`src/rtl/apb_timer.sv`:
```
// apb_timer: APB-mapped 32-bit down-counter with prescaler, auto-reload
// and a sticky expiry flag driving a level interrupt.
module apb_timer #(
    parameter int PRESCALE_W = 8
) (
    input  logic        PCLK,
    input  logic        PRESETn,
    input  logic        PSEL,
    input  logic        PENABLE,
    input  logic        PWRITE,
    input  logic [31:0] PADDR,
    input  logic [31:0] PWDATA,
    input  logic [3:0]  PSTRB,
    output logic [31:0] PRDATA,
    output logic        PREADY,
    output logic        PSLVERR,
    output logic        IRQ
);

    typedef enum logic [1:0] {
        IDLE,
        WAIT,
        ACCESS
    } state_t;

    localparam logic [15:0] OFF_CTRL   = 16'h0000;
    localparam logic [15:0] OFF_LOAD   = 16'h0004;
    localparam logic [15:0] OFF_COUNT  = 16'h0008;
    localparam logic [15:0] OFF_STATUS = 16'h000C;

    state_t state;
    state_t state_nxt;

    logic                  en;
    logic                  auto_reload;
    logic                  irq_en;
    logic [PRESCALE_W-1:0] prescale;
    logic [31:0]           load;
    logic [31:0]           count;
    logic                  expired;
    logic [PRESCALE_W-1:0] presc;

    logic [15:0] off;
    logic        sel_ctrl;
    logic        sel_load;
    logic        sel_count;
    logic        sel_status;
    logic        err;
    logic        in_access;
    logic        commit;
    logic        wr_ctrl;
    logic        wr_load;
    logic        wr_status;
    logic        rd_ok;
    logic        en_wr;
    logic        en_rise;
    logic        tick;
    logic        expire;
    logic        w1c;
    logic [31:0] load_wr;
    logic [31:0] ctrl_view;
    logic [31:0] rdata;
    logic        unused_addr_hi;

    // Upper address bits belong to the system decoder.
    assign off            = PADDR[15:0];
    assign unused_addr_hi = ^PADDR[31:16];

    assign sel_ctrl   = (off == OFF_CTRL);
    assign sel_load   = (off == OFF_LOAD);
    assign sel_count  = (off == OFF_COUNT);
    assign sel_status = (off == OFF_STATUS);

    assign err = (off[1:0] != 2'b00)
              || (off > OFF_STATUS)
              || (PWRITE && sel_count);

    assign in_access = (state == ACCESS);
    assign commit    = in_access && PSEL && PENABLE && !err;
    assign wr_ctrl   = commit && PWRITE && sel_ctrl;
    assign wr_load   = commit && PWRITE && sel_load;
    assign wr_status = commit && PWRITE && sel_status;
    assign rd_ok     = commit && !PWRITE;

    always_ff @(posedge PCLK or negedge PRESETn) begin
        if (!PRESETn) begin
            state <= IDLE;
        end else begin
            state <= state_nxt;
        end
    end

    always_comb begin
        state_nxt = state;
        unique case (state)
            IDLE: begin
                if (PSEL && PENABLE) begin
                    state_nxt = WAIT;
                end
            end
            WAIT: begin
                state_nxt = PSEL ? ACCESS : IDLE;
            end
            ACCESS: begin
                state_nxt = IDLE;
            end
            default: begin
                state_nxt = IDLE;
            end
        endcase
    end

    always_comb begin
        load_wr = load;
        for (int i = 0; i < 4; i++) begin
            if (PSTRB[i]) begin
                load_wr[i*8 +: 8] = PWDATA[i*8 +: 8];
            end
        end
    end

    assign en_wr   = PSTRB[0] ? PWDATA[0] : en;
    assign en_rise = wr_ctrl && !en && en_wr;

    // A LOAD write in the same cycle swallows the tick.
    assign tick   = en && (presc == prescale);
    assign expire = tick && !wr_load && (count == 32'd0);
    assign w1c    = wr_status && PSTRB[0] && PWDATA[0];

    always_ff @(posedge PCLK or negedge PRESETn) begin
        if (!PRESETn) begin
            en          <= 1'b0;
            auto_reload <= 1'b0;
            irq_en      <= 1'b0;
            prescale    <= '0;
        end else begin
            if (wr_ctrl) begin
                en <= en_wr;
                if (PSTRB[0]) begin
                    auto_reload <= PWDATA[1];
                    irq_en      <= PWDATA[2];
                end
                if (PSTRB[1]) begin
                    prescale <= PWDATA[8 +: PRESCALE_W];
                end
            end
            if (expire && !auto_reload) begin
                en <= 1'b0;
            end
        end
    end

    always_ff @(posedge PCLK or negedge PRESETn) begin
        if (!PRESETn) begin
            presc <= '0;
        end else if (wr_load || en_rise) begin
            presc <= '0;
        end else if (en) begin
            presc <= tick ? '0 : presc + 1'b1;
        end
    end

    always_ff @(posedge PCLK or negedge PRESETn) begin
        if (!PRESETn) begin
            load  <= '0;
            count <= '0;
        end else begin
            if (wr_load) begin
                load  <= load_wr;
                count <= load_wr;
            end else if (tick) begin
                if (count != 32'd0) begin
                    count <= count - 1'b1;
                end else if (auto_reload) begin
                    count <= load;
                end
            end
        end
    end

    // Expiry wins over a simultaneous clear so no event is lost.
    always_ff @(posedge PCLK or negedge PRESETn) begin
        if (!PRESETn) begin
            expired <= 1'b0;
        end else if (expire) begin
            expired <= 1'b1;
        end else if (w1c) begin
            expired <= 1'b0;
        end
    end

    always_comb begin
        ctrl_view                    = '0;
        ctrl_view[0]                 = en;
        ctrl_view[1]                 = auto_reload;
        ctrl_view[2]                 = irq_en;
        ctrl_view[8 +: PRESCALE_W]   = prescale;
    end

    always_comb begin
        rdata = '0;
        unique case (1'b1)
            sel_ctrl:   rdata = ctrl_view;
            sel_load:   rdata = load;
            sel_count:  rdata = count;
            sel_status: rdata = {31'd0, expired};
            default:    rdata = '0;
        endcase
    end

    assign PRDATA  = rd_ok ? rdata : 32'd0;
    assign PREADY  = in_access;
    assign PSLVERR = in_access && err;
    assign IRQ     = expired && irq_en;

endmodule
```
`config.mk`:
```
export PLATFORM = sky130hd
export DESIGN_NAME = apb_timer
export DESIGN_NICKNAME = d
export VERILOG_FILES = /design/src/rtl/apb_timer.sv
export SDC_FILE = /design/constraint.sdc
export NUM_CORES = 1
export LEC_CHECK = 0
export ABC_AREA = 1
export CAP_MARGIN = 20
export CORE_UTILIZATION = 50
export DETAILED_ROUTE_END_ITERATION = 12
export HOLD_SLACK_MARGIN = 0.05
export PLACE_DENSITY = 0.86
export SYNTH_ARGS = -nofsm -noshare
export SYNTH_HDL_FRONTEND = slang
export SYNTH_SLANG_ARGS = --single-unit
```
`constraint.sdc`:
```
create_clock -name PCLK -period 5.2 [get_ports PCLK]
set_clock_uncertainty 0.15 [all_clocks]
set_input_delay 1.04 -clock PCLK [delete_from_list [all_inputs] [get_ports PCLK]]
set_output_delay 1.04 -clock PCLK [all_outputs]
set_load 0.03 [all_outputs]
```
==> reports/results.ini <==
[status]
outcome = finished clean

[timing]
fin_ws_ps = 516
slew_viol_final = 0
maxSlewHeadroom_pct = 48.2
timing.final.crit_share_pct = 90.1
setup_violations = 0
setup_tns_ps = 0
finalHoldViolations = 0
clock.fmax_mhz = 213
worstMarginPinSlew_ps = 774
rsz0062_at_grt = no
fin_crit_ps = 4680

[pwr]
leakagePower_nw = 3.95
p_switching_mw = 0.330
seq_power_share_pct = 42.5
power.density_mw_per_mm2 = 197
power_frac_clock_pct = 51.8
power_mw = 1.58
ir_drop_mv = 0.132
combinationalPowerShare_pct = 5.7
switching_share_pct = 20.9
p_int_mw = 1.25

[drt]
ant_nets = 0
wl_per_cell_um = 14.7
via_per_inst = 5.30
drt_first_pass_iters = 5
drtIter0Drc = 600
routed_wl_mm = 19.0
drc = 0
vias = 6873

[worst_setup_path]
endpoint = PRDATA[15]
cp_data_arrival_time_ps = 3490
startpoint_type = input port
regToRegSetupSlack_ps = 2610
r2r_cells = 13
rr_endpoint = count[0]
end_kind = output pin
worstPathRequired_ps = 4010
startpoint = PADDR[13]
cp_max_fo = 26
reg2reg_from = count[0]
crit_type = in2out

[die]
die_w_um = 117
start_util_pct = 52.0
die-area_mm2 = 0.0137
core_area_mm2 = 0.0128
io_pins = 108
rows = 41
fp.dieH_um = 117

[logic_synthesis]
ys_seq_area_share_pct = 32.4
syn-cell-area_mm2 = 0.00664
synthArstFlopShare_pct = 100
synthDistinctLibCells = 39
synthFlopType = dfrtp_1
syn_nets = 1120
synth_area_per_cell_um2 = 6.36
synth_top_cell_by_area = dfrtp_1
yosys_register_bits = 86
synth_edf_count = 0
syn_inst = 1044
synth_top_area_share_pct = 32.4
ys_warn_count = 0
synth_area_leaders = dfrtp_1 (32%), nand2_1 (22%), inv_1 (6.8%), nand3_1 (6.7%), o21ai_0 (6.3%)

[clock_tree]
ctsHoldBuffers = 0
htreeDepth = 3
clockBufferDepth = 2
clk_latency_ps = 360
ctsResizeCount = 0
cts_tree = done
numCtsBuffers = 9
cts.reportedPaths.clkPinSlew_ps = 60
numClockSinks = 86
cts_root_buffer = clkbuf_16
postCtsSetupRepairBufs = 0

[finish]
area_growth_pct = 20.6
final_core_util_pct = 62.7
diodes = 0
fillCellCount = 1183
drive_gt1_share_pct = 8.27
layout_common_cells = nand2_1 (382), inv_1 (121), clkdlybuf4s50_1 (90)
layout_commonest_cell = nand2_1
nets = 1196

[global_route]
grt_pass1_vias = 6379
antenna_found_initial = 0
track_usage_pct = 29.8
overflow = 0
grt_max_degree = 54
grt_pass1_wl_mm = 31.4

[place]
pre_cts_slack_ps = 493
gp_congestion = 0.972
hpwl_mm = 13.9
port_buffers = 91

[job]
drv_cap = 0

[worst_hold_path]
hold_class = reg2reg

-- worst min path at each step --
stage	startpoint	to	cells past startpoint
floorplan	state[1]	state[1]	1
global placement	state[1]	state[1]	1
detailed placement	state[1]	state[1]	1
CTS	state[1]	state[1]	1
global route	state[1]	state[1]	1
finish	state[1]	state[1]	1
-- final cells by class --
type                    instances  area [um2]  area share [%]
multi-input cells             796        3800            47.5
well taps                     172         215            2.69
clock buffers                  10         239            2.99
inverters                     130         494            6.17
flip-flops and latches         86        2150            26.9
repair buffers                 97         966            12.1
clock inverters                 6         133            1.66
-- power groups by stage --
stage | registers [mW] | logic, mW | clock network, mW
2_1_floorplan | 0.683 | 0.0257 | 0
3_3_place_gp | 0.683 | 0.0902 | 0
3_5_place_dp | 0.683 | 0.0913 | 0
4_1_cts | 0.670 | 0.0917 | 0.818
5_1_grt | 0.670 | 0.101 | 0.852
6_report | 0.670 | 0.0906 | 0.816
-- registers in the layout (all words and copies together) (netlist names) --
signal and flops:
count 32, load 32, presc 8, prescale 8, state 2, auto_reload 1
en 1, expired 1, irq_en 1
-- per-stage QoR --
step / cells / instance area, um2 / hold slack [ps]
6_report: 1297 / 8000 / 300
5_1_grt: 1297 / 8000 / 322
4_1_cts: 1297 / 8000 / 301
3_5_place_dp: 1281 / 7630 / 293
3_3_place_gp: 1281 / 7630 / 283
2_1_floorplan: 1044 / 6640 / 273
-- kinds of logic (layout without fill, tap and decap cells) --
logic type / after synthesis / in the layout / synth area share, %
buf+inv: 162 / 243 / 10.3
simple gates: 650 / 650 / 44.4
compound gates: 124 / 124 / 9.73
flops: 86 / 86 / 32.4
xor+xnor: 19 / 19 / 2.51
fa+ha+maj: 3 / 3 / 0.566
-- cell usage after synthesis (2+ instances only) --
cell type	count
nand3_1	89
nand2_4	5
buf_4	4
a21oi_1	24
o211ai_1	2
nor3_2	4
buf_2	10
xor2_1	11
buf_8	2
nand2_1	382
nand3_2	3
dfrtp_1	86
ha_1	3
buf_6	3
nor2_8	3
nand3b_1	3
xnor2_1	8
clkbuf_1	12
inv_1	121
nor3_1	5
nor2_4	7
o21ai_1	6
inv_2	6
nand4_2	2
nand4_1	22
o21ai_0	84
nand2_2	25
nor2_1	86
nor2_2	10
a31oi_1	4
o221ai_1	4
-- metal layers --
layer | routed length (um) | track usage, % | vias to the layer above
li1 | - | - | 3466
met1 | 8450 | 40.7 | 3137
met2 | 8880 | 48.6 | 244
met3 | 1330 | 3.81 | 26
met4 | 357 | 10.5 | 0
met5 | 0 | 0 | -
-- worst max-delay path: stages --
cell             delay (ps)
clkdlybuf4s50_1         400
nor2_1                  140
nand2_1                 150
nor2_8                  150
nand4_2                 140
inv_2                   420
nand2_1                 110
a31oi_1                 200
clkdlybuf4s50_1         710
Power figures use the tool's default switching activity.
